==> src/rtl/arb_pkg.sv <==
// Shared encodings and sizes for the round-robin bus arbiter.
package arb_pkg;

  localparam int unsigned N_REQ = 4;
  localparam int unsigned SEL_W = 2;

  typedef enum logic {
    ARB_IDLE = 1'b0,
    ARB_BUSY = 1'b1
  } arb_state_e;

endpackage

==> src/rtl/rr_picker.sv <==
// Combinational round-robin picker: first set request at or after ptr, wrapping mod N_REQ.
module rr_picker
  import arb_pkg::*;
(
  input  logic [N_REQ-1:0] req,
  input  logic [SEL_W-1:0] ptr,
  output logic             valid,
  output logic [SEL_W-1:0] idx
);

  logic [SEL_W-1:0] cand;

  always_comb begin
    valid = 1'b0;
    idx   = ptr;
    cand  = ptr;
    // Walk from the farthest offset back toward ptr so the nearest hit is written last.
    for (int i = N_REQ - 1; i >= 0; i--) begin
      cand = ptr + SEL_W'(i);
      if (req[cand]) begin
        valid = 1'b1;
        idx   = cand;
      end
    end
  end

endmodule

==> src/rtl/bus_arbiter.sv <==
// Round-robin owner of a shared 4:1 mux: grants one requester, drives {s2,s1}, and
// releases on done, request drop, or watchdog expiry.
module bus_arbiter
  import arb_pkg::*;
#(
  parameter int unsigned HOLD_MAX = 15
) (
  input  logic             clk,
  input  logic             rst_n,
  input  logic [N_REQ-1:0] req,
  input  logic [N_REQ-1:0] done,
  output logic [N_REQ-1:0] gnt,
  output logic             s1,
  output logic             s2,
  output logic             busy,
  output logic             timeout
);

  localparam int unsigned      CNT_W    = $clog2(HOLD_MAX);
  localparam logic [CNT_W-1:0] CNT_LAST = CNT_W'(HOLD_MAX - 1);

  arb_state_e       state_q, state_d;
  logic [N_REQ-1:0] gnt_q, gnt_d;
  logic [SEL_W-1:0] sel_q, sel_d;
  logic [SEL_W-1:0] ptr_q, ptr_d;
  logic [CNT_W-1:0] cnt_q, cnt_d;
  logic             timeout_q, timeout_d;

  logic             pick_valid;
  logic [SEL_W-1:0] pick_idx;
  logic             expire;
  logic             owner_done;
  logic             owner_req;

  rr_picker u_rr_picker (
    .req   (req),
    .ptr   (ptr_q),
    .valid (pick_valid),
    .idx   (pick_idx)
  );

  assign expire     = (cnt_q == CNT_LAST);
  assign owner_done = done[sel_q];
  assign owner_req  = req[sel_q];

  always_comb begin
    state_d   = state_q;
    gnt_d     = gnt_q;
    sel_d     = sel_q;
    ptr_d     = ptr_q;
    cnt_d     = cnt_q;
    timeout_d = 1'b0;
    unique case (state_q)
      ARB_IDLE: begin
        gnt_d = '0;
        if (pick_valid) begin
          state_d         = ARB_BUSY;
          gnt_d[pick_idx] = 1'b1;
          sel_d           = pick_idx;
          cnt_d           = '0;
        end
      end
      ARB_BUSY: begin
        if (owner_done || !owner_req || expire) begin
          state_d   = ARB_IDLE;
          gnt_d     = '0;
          ptr_d     = sel_q + SEL_W'(1);
          // A coincident done wins over the watchdog: that is a normal completion.
          timeout_d = expire && !owner_done && owner_req;
        end else begin
          cnt_d = cnt_q + CNT_W'(1);
        end
      end
      default: state_d = ARB_IDLE;
    endcase
  end

  always_ff @(posedge clk) begin
    if (!rst_n) begin
      state_q   <= ARB_IDLE;
      gnt_q     <= '0;
      sel_q     <= '0;
      ptr_q     <= '0;
      cnt_q     <= '0;
      timeout_q <= 1'b0;
    end else begin
      state_q   <= state_d;
      gnt_q     <= gnt_d;
      sel_q     <= sel_d;
      ptr_q     <= ptr_d;
      cnt_q     <= cnt_d;
      timeout_q <= timeout_d;
    end
  end

  assign gnt     = gnt_q;
  assign s1      = sel_q[0];
  assign s2      = sel_q[1];
  assign busy    = (state_q == ARB_BUSY);
  assign timeout = timeout_q;

endmodule

==> config.mk <==
export PLATFORM = sky130hd
export DESIGN_NAME = bus_arbiter
export DESIGN_NICKNAME = d
export VERILOG_FILES = /design/src/rtl/arb_pkg.sv /design/src/rtl/rr_picker.sv /design/src/rtl/bus_arbiter.sv
export SDC_FILE = /design/constraint.sdc
export NUM_CORES = 1
export LEC_CHECK = 0
export BUFFER_PORTS_ARGS = -buffer_cell sky130_fd_sc_hd__buf_2
export CAP_MARGIN = 10
export CORE_ASPECT_RATIO = 1.25
export CORE_UTILIZATION = 45
export DETAILED_ROUTE_END_ITERATION = 6
export GPL_TIMING_DRIVEN = 1
export HOLD_SLACK_MARGIN = 0.03
export PLACE_DENSITY = 0.75
export SLEW_MARGIN = 20
export SYNTH_ARGS = -nofsm -noshare
export SYNTH_HDL_FRONTEND = slang
export SYNTH_SLANG_ARGS = --single-unit
export TNS_END_PERCENT = 30
==> constraint.sdc <==
create_clock -name clk -period 1.74 [get_ports clk]
set_input_delay 0.348 -clock clk [delete_from_list [all_inputs] [get_ports clk]]
set_output_delay 0.348 -clock clk [all_outputs]
set_load 0.1 [all_outputs]
# Yosys cells after proc, flatten, opt, wreduce, memory -nomap -nowiden
# Index checks and enable logic that the tools add are counted.
# totals
regBits	14
inputBits	10
elab_cells	65
# classes
n_addsub	5
n_lt_le_gt_ge	7
eq_ne	4
mux	31
bitwise	1
n_reduce_logical	11
# ops
operator	count
2-bit by 3-bit less-than comparator with 1-bit output, second input constant	6
4-bit 2-to-1 mux	4
4-bit one-hot mux with 2 select lines	2
1-bit 2-to-1 mux	13
1-bit binary-select mux with 2-bit select	6
2-bit 2-to-1 mux	4
2-bit AND reduction	3
2-bit by 1-bit adder with 2-bit output, second input constant	2
2-bit adder, second input constant	2
4-bit by 1-bit adder with 4-bit output, second input constant	1
4-bit equality test, second input constant	1
2-bit inequality test, second input constant	2
1-bit logical AND	3
3-bit AND reduction	1
1-bit demux with 2-bit select	1
2-bit by 1-bit >= comparator with 1-bit output, second input constant	1
1-bit zero test	2
1-bit logical OR	2
2-bit by 1-bit inequality test with 1-bit output, second input constant	1
1-bit one-hot mux with 2 select lines	1
1-bit NOT	1

# Depth between registers and ports, before layout
# Gate-level depths: netlist (run 1).
# logic_depth
depth_word	13
mapped_depth	7

# Modules after synthesis
# Synthesis (run 1) repeated with hierarchy kept, for this count alone.
# hier_totals
cells_unflattened	98
area_unflattened_um2	822.0
# modules_own_cells
module	instances	cells_each	area_per_inst_um2
bus_arbiter	1	82	721.9
rr_picker	1	16	100.1

# Worst setup path after synthesis (run 1)
# OpenSTA, ideal clock, no wires.
# synth_path
kind	register -> register
startpoint	register sel_q[0]
endpoint	register cnt_q[1]
setup_ps	66
t_arrival_ps	2300
required_time_ps	1674
path_slack_ps	-627
path_stages_with_launch	5
path_buffers	0
synth_period_minus_slack_ps	2367
path_cell_list	dfxtp_1 -> mux4_2 -> nor2_4 -> mux2_1 -> nor2_1
# synth_between
elab_chain_len	7
elab_cells_between_ends	9
cone_classes	eq/ne (1); mux (4); reduce/logical (4)
# synth_rtl
item	line_no	text
start, declared	bus_arbiter.sv:24	logic [SEL_W-1:0] sel_q, sel_d;
start signal, assigned	bus_arbiter.sv:89	sel_q <= sel_d;
1-bit binary-select mux with 2-bit select	bus_arbiter.sv:44	assign owner_req = req[sel_q];
1-bit 2-to-1 mux (not written as such)	bus_arbiter.sv:44	
1-bit zero test	bus_arbiter.sv:64	if (owner_done || !owner_req || expire) begin
1-bit logical OR * (2 in a row)	bus_arbiter.sv:64	
2-bit inequality test (no line) *	-	
2-bit AND reduction (no line) *	-	
end signal, assigned	bus_arbiter.sv:91	cnt_q <= cnt_d;
end, declared	bus_arbiter.sv:26	logic [CNT_W-1:0] cnt_q, cnt_d;
# Every way passes the cells marked *; elsewhere a longest branch is shown, timed or not. The select of a mux whose other input is x is not followed.
# A chain may end at the register's enable or synchronous reset.

# Worst setup path after layout (run 1)
# layout_path
startpoint	register cnt_q[0]
endpoint	register cnt_q[0]
# layout_between
elab_chain_len	4
elab_cells_between_ends	7
cone_classes	add/sub (1); eq/ne (2); mux (2); reduce/logical (2)
# layout_rtl
item
parallel branches: the longest is 4 deep, another holds 4-bit by 1-bit adder with 4-bit output
# Several ways; the timed one is not identified. The select of a mux whose other input is x is not followed.

==> flow_summary.yaml, run 1 <==
route:
  wl_per_cell_um: 11.8
  viasPerCell: 5.21
  drc: 0
  vias: 682
  drtIter0Drc: 5
  firstDrtPassIters: 4
  drt-total-wl_um: 1540
  drtAntennaViolNets: 0
placement:
  dpl.hpwl_um: 1180
  gp_congestion: 0.762
  pre_cts_ws_ns: -0.0232
  port_buffers: 17
timing:
  relSlewSlack_pct: 67.7
  tightest_slew_ns: 0.488
  whs_ns: 0.365
  maxSlewViolCount: 0
  period_share_pct: 93.6
  setup_viol: 0
  worst_slack_ns: 0.112
  max_freq_ghz: 0.614
  rsz0062_at_grt: "no"
  hold_viol_final: 0
  finalCriticalPeriod_ns: 1.63
  skew_ns: 0.00357
floorplan:
  dieHeight_um: 47.1
  dieArea_um2: 1790
  chipWidth_um: 38.0
  start_util_pct: 50.6
  fp-row-count: 15
  core_um2: 1450
  ios: 18
synthesis:
  yosys_most_used_dff: "dfxtp_1"
  synthCells: 87
  ys_ff_latch: 14
  synth_most_common_cell: "dfxtp_1"
  synth_top_area_share_pct: 38.4
  netlist_area_um2: 731
  synthTopCellsByArea: "dfxtp_1 (38%), a21oi_1 (7.5%), nand2b_1 (6.0%), nand2_1 (5.1%), nor2_1 (4.6%)"
  synth_common_cells: "dfxtp_1 (14), a21oi_1 (11), nand2_1 (10), nor2_1 (9), nand2b_1 (7)"
  synth_cell_types: 30
  synth-seq-area-share_pct: 38.4
  synth_enable_flop_cells: 0
  yosys.area.top_type: "dfxtp_1"
  async_flop_share_pct: 0
  avgSynthCellArea_um2: 8.40
  synth_nets: 99
  yosysWarningCount: 0
worst_setup_path:
  worstPathRequired_ns: 1.94
  cp-start-kind: "register"
  crit_arrival_ns: 1.83
  crit_fanout: 6
  critical_path_class: "reg2reg"
  critical_path.endpoint_type: "register"
power:
  max-vdd-ir-drop_mv: 0.645
  power_mw: 0.856
  p_leak_nw: 0.392
  power.density_nw_per_um2: 910
global_routing:
  grt_max_degree: 11
  grt_overflow: 0
  grt_pass1_vias: 591
  grt_pass1_wl_um: 2430
  track_usage_pct: 19.5
  antenna_found_initial: 0
status:
  status: "finished clean"
cells_and_area:
  nets: 127
  drive_gt1_share_pct: 33.3
  num_antenna_cells: 0
  post-route-util_pct: 65.1
  areaGrowthSynthToFinish_pct: 28.8
clocking:
  htreeDepth: 1
  root_buffer: "clkbuf_4"
  numClockSinks: 14
  clk_pin_slew_ns: 0.08
  insertion_delay_ns: 0.28
  cts_setup_buffers: 0
  cts_tree: "built"
  cts_buffers: 3
  cts_buffer_depth: 2
min_path:
  min_path_type: "in2reg"
flow_run:
  drv_cap: 0
## sequential cells by signal, summed over array words and instances, names as in the netlist
name / count
cnt_q: 4
gnt: 4
ptr_q: 2
sel_q: 2
busy: 1
timeout: 1
## kinds of logic after synthesis
| group | after synthesis | share of synthesized area [%] |
|---|---|---|
| buffers and inverters | 5 | 2.57 |
| flip-flops | 14 | 38.4 |
| AND/OR/NAND/NOR | 39 | 28.6 |
| XOR/XNOR | 3 | 3.60 |
| AO/OA/AOI/OAI | 22 | 18.8 |
| multiplexers | 2 | 4.62 |
| adder cells (fa/ha/maj) | 2 | 3.42 |
## timing repair
item / CTS / global route
resized for setup: 0 / 2
hold buffers: 0 / 0
endpoints found under the setup margin: 0 / 3
## layout make-up
type | count | area (µm²)
fillers | 117 | 504
multi-input cells | 68 | 448
flip-flops and latches | 14 | 287
repair buffers | 23 | 130
clock buffers | 4 | 36.3
well taps | 17 | 21.3
inverters | 5 | 18.8
## final timing paths
kind	from	slack [ns]	end	cells past startpoint
worst min-delay path	rst_n	0.36	timeout$_SDFF_PN0_	3
worst max-delay path	cnt_q[0]$_SDFFE_PN0P_	0.11	cnt_q[0]$_SDFFE_PN0P_	8
worst max register to register	cnt_q[0]$_SDFFE_PN0P_	0.11	cnt_q[0]$_SDFFE_PN0P_	8
worst min register to register	gnt[1]$_SDFFE_PN0P_	0.45	gnt[1]$_SDFFE_PN0P_	2
## metrics by stage
stage / std cells / cell area, µm² / TNS [ns]
after global placement: 127 / 892 / 0
after detailed placement: 127 / 892 / -0.0232
after global routing: 131 / 941 / 0
after floorplan: 87 / 741 / -0.0538
after CTS: 131 / 928 / 0
final: 131 / 941 / 0
## power breakdown
group / total (mW) / internal (mW) / switching [mW]
Combinational: 0.261 / 0.0779 / 0.183
Clock: 0.232 / 0.127 / 0.105
Sequential: 0.363 / 0.342 / 0.0204
## cell usage in the layout (no fill, tap or decap), types with 2 or more instances in the layout
| cell | Yosys | layout |
|---|---|---|
| nor3_2 | 2 | 2 |
| dfxtp_2 | 0 | 2 |
| o31ai_1 | 2 | 2 |
| nand2b_1 | 7 | 6 |
| ha_1 | 2 | 2 |
| dfxtp_1 | 14 | 11 |
| xnor2_1 | 2 | 2 |
| nor2_1 | 9 | 9 |
| a21oi_1 | 11 | 11 |
| buf_2 | 0 | 17 |
| nand3b_1 | 2 | 2 |
| buf_4 | 0 | 6 |
| nand2_1 | 10 | 10 |
| or3_1 | 2 | 2 |
| clkbuf_4 | 0 | 3 |
| nand3_1 | 3 | 3 |
| inv_1 | 4 | 4 |
## per-layer routing
metal	part of all wire, %	wire (µm)	track usage (%)	up-vias
li1	-	-	-	359
met1	46	714	22.8	305
met2	49	748	33.9	16
met3	4.2	65	4.27	2
met4	0.84	13	8.57	0
met5	0	0	0	-
## critical path, cell delays in order, from the launching register on
cell      delay [ns]
dfxtp_1         0.33
inv_1           0.10
ha_1            0.16
and3_4          0.21
nand2b_4        0.14
nor2_4          0.05
buf_4           0.15
or3_1           0.30
a21oi_1         0.13
No activity file was read; power rests on OpenSTA's default activity.
==> run 2, diff against run 1 <==
--- a/config.mk
+++ b/config.mk
@@ -8,7 +8,7 @@
 export BUFFER_PORTS_ARGS = -buffer_cell sky130_fd_sc_hd__buf_2
 export CAP_MARGIN = 10
 export CORE_ASPECT_RATIO = 1.25
-export CORE_UTILIZATION = 45
+export CORE_UTILIZATION = 46
 export DETAILED_ROUTE_END_ITERATION = 6
 export GPL_TIMING_DRIVEN = 1
 export HOLD_SLACK_MARGIN = 0.03
@@ -16,5 +16,6 @@
 export SLEW_MARGIN = 20
 export SYNTH_ARGS = -nofsm -noshare
 export SYNTH_HDL_FRONTEND = slang
+export SYNTH_HIERARCHICAL = 1
 export SYNTH_SLANG_ARGS = --single-unit
 export TNS_END_PERCENT = 30
==> run 2 against run 1 <==
Net effect:
- count of clock-buffer cells in the layout stayed put
- sequential power hardly changed
- sequential share of layout area is 0.081 points lower
- final area is 0.27% higher
- maximum frequency fell by 0.55%
- core utilization down 6.9 points
- synthesized cell count grew 13%
- critical path type unchanged
- largest cell class unchanged
- highest routed layer is now met3
==> flow_summary.yaml, run 2 <==
placement:
  port_buffers: 17
  dp.cells: 130
  dpl_cell_area_um2: 917
  dpl.hpwl_um: 1360
  gp_congestion: 0.764
clocking:
  cts_resized: 0
  cts_tree: "built"
  cts_setup_buffers: 0
  numClockSinks: 14
  cts_buffers: 3
  clk_pin_slew_ns: 0.08
  cts_buffer_depth: 2
  insertion_delay_ns: 0.27
  htreeDepth: 1
  root_buffer: "clkbuf_4"
  ctsHoldBuffers: 0
worst_setup_path:
  critical_path_class: "reg2reg"
  worstPathRequired_ns: 1.91
  r2r-end: "gnt[0]$_SDFFE_PN0P_"
  ff2ff_path_depth: 6
  r2r-start: "ptr_q[0]$_SDFFE_PN0P_"
  critical_path.endpoint_type: "register"
  crit_arrival_ns: 1.81
  cp-start-kind: "register"
  reg2reg_slack_ns: 0.10
  crit_fanout: 5
synthesis:
  synthTopCellsByArea: "dfxtp_1 (34%), mux4_2 (5.5%), nor2b_1 (5.3%), nand2_1 (5.0%), nand2b_1 (4.6%)"
  synth_common_cells: "dfxtp_1 (14), nand2_1 (11), nor2_1 (8), nor2b_1 (7), nand2b_1 (6)"
  synth_most_common_cell: "dfxtp_1"
  yosys_most_used_dff: "dfxtp_1"
  ys_ff_latch: 14
  synthCells: 98
  synth_nets: 110
  synth-seq-area-share_pct: 34.1
  yosys.area.top_type: "dfxtp_1"
  netlist_area_um2: 822
  async_flop_share_pct: 0
  synth_top_area_share_pct: 34.1
  avgSynthCellArea_um2: 8.39
  synth_enable_flop_cells: 0
  yosysWarningCount: 6
  synth_cell_types: 34
timing:
  setup_viol: 0
  rsz0062_at_grt: "no"
  relSlewSlack_pct: 67.9
  whs_ns: 0.421
  hold_viol_final: 0
  tightest_slew_ns: 0.485
  skew_ns: 0.00509
  tns_ns: 0
  period_share_pct: 94.1
  finalCriticalPeriod_ns: 1.64
  maxSlewViolCount: 0
  max_freq_ghz: 0.611
global_routing:
  grt_pass1_wl_um: 2760
  grt_max_degree: 13
  grt_overflow: 0
  grt_pass1_vias: 666
  antenna_found_initial: 0
  track_usage_pct: 20.0
min_path:
  min_to: "timeout$_SDFF_PN0_"
  hp-start: "rst_n"
  min_path_type: "in2reg"
  whs_path_depth: 3
cells_and_area:
  layout_commonest_cell: "buf_2"
  areaGrowthSynthToFinish_pct: 14.8
  num_antenna_cells: 0
  fin_area_um2: 943
  finalNonFillerCells: 134
  nets: 129
  most-common-layout-cells: "buf_2 (17), nand2_1 (11), dfxtp_1 (11)"
  drive_gt1_share_pct: 25.9
power:
  power.density_nw_per_um2: 831
  max-vdd-ir-drop_mv: 0.412
  power_mw: 0.784
  p_leak_nw: 0.414
floorplan:
  core_um2: 1620
  fp-row-count: 16
  dieArea_um2: 1960
  start_util_pct: 50.7
  chipWidth_um: 39.8
  ios: 18
  dieHeight_um: 49.3
route:
  firstDrtPassIters: 4
  drt-total-wl_um: 1740
  wl_per_cell_um: 13.0
  drtAntennaViolNets: 0
  drc: 0
  vias: 743
  viasPerCell: 5.54
  drtIter0Drc: 22
flow_run:
  drv_cap: 0
status:
  status: "finished clean"
-- run 2: worst max-delay path by stage --
stage                                from               endpoint  slack, ns  cells after the start
global route        ptr_q[0]$_SDFFE_PN0P_    gnt[0]$_SDFFE_PN0P_      0.002                      6
CTS                 ptr_q[0]$_SDFFE_PN0P_    gnt[0]$_SDFFE_PN0P_       0.10                      6
floorplan           sel_q[0]$_SDFFE_PN0P_  ptr_q[0]$_SDFFE_PN0P_       0.09                      4
detailed placement                 req[0]    gnt[0]$_SDFFE_PN0P_       0.02                      7
global placement                   req[0]    gnt[0]$_SDFFE_PN0P_       0.07                      7
finish              ptr_q[0]$_SDFFE_PN0P_    gnt[0]$_SDFFE_PN0P_       0.10                      6
-- run 2: power by group --
| part | switching (mW) | internal, mW | leakage (nW) |
|---|---|---|---|
| Sequential | 0.0206 | 0.339 | 0.115 |
| Combinational | 0.166 | 0.0692 | 0.284 |
| Clock | 0.101 | 0.0888 | 0.0150 |
| Total | 0.287 | 0.497 | 0.414 |
-- run 2: worst max-delay path: stages (launching register included) --
cell     delay [ns]
dfxtp_1        0.38
and2b_2        0.23
or4_1          0.49
nand2_1        0.16
nor3_1         0.08
a31oi_1        0.14
nor2_1         0.05
-- run 2: kinds of logic (layout without fill, tap and decap cells) --
logic type	Yosys count	count (layout)	share of synthesized area, %
adder cells (fa/ha/maj)	2	2	3.04
buffers and inverters	7	25	4.11
AO/OA/AOI/OAI	19	19	15.8
flip-flops	14	14	34.1
XOR/XNOR	1	1	1.07
AND/OR/NAND/NOR	50	50	32.7
multiplexers	5	5	9.13
-- run 2: area by class of cell --
| type | count | area [µm²] |
|---|---|---|
| well taps | 18 | 22.5 |
| inverters | 4 | 15.0 |
| fillers | 145 | 678 |
| flip-flops and latches | 14 | 287 |
| repair buffers | 17 | 85.1 |
| clock buffers | 4 | 26.3 |
| multi-input cells | 77 | 508 |
-- run 2: metal layers --
layer / vias to the layer above / global-route usage (%) / routed length, µm
li1: 383 / - / -
met1: 342 / 24.0 / 763
met2: 18 / 33.9 / 922
met3: 0 / 4.57 / 55
met4: 0 / 5.75 / 0
met5: - / 0 / 0
-- run 2: per-stage QoR --
stage	setup WS (ns)	util [%]
after global placement	0.0661	56.6
after CTS	0.102	58.2
after detailed placement	0.0215	56.6
final	0.103	58.2
after floorplan	0.0887	-
after global routing	0.00162	58.2
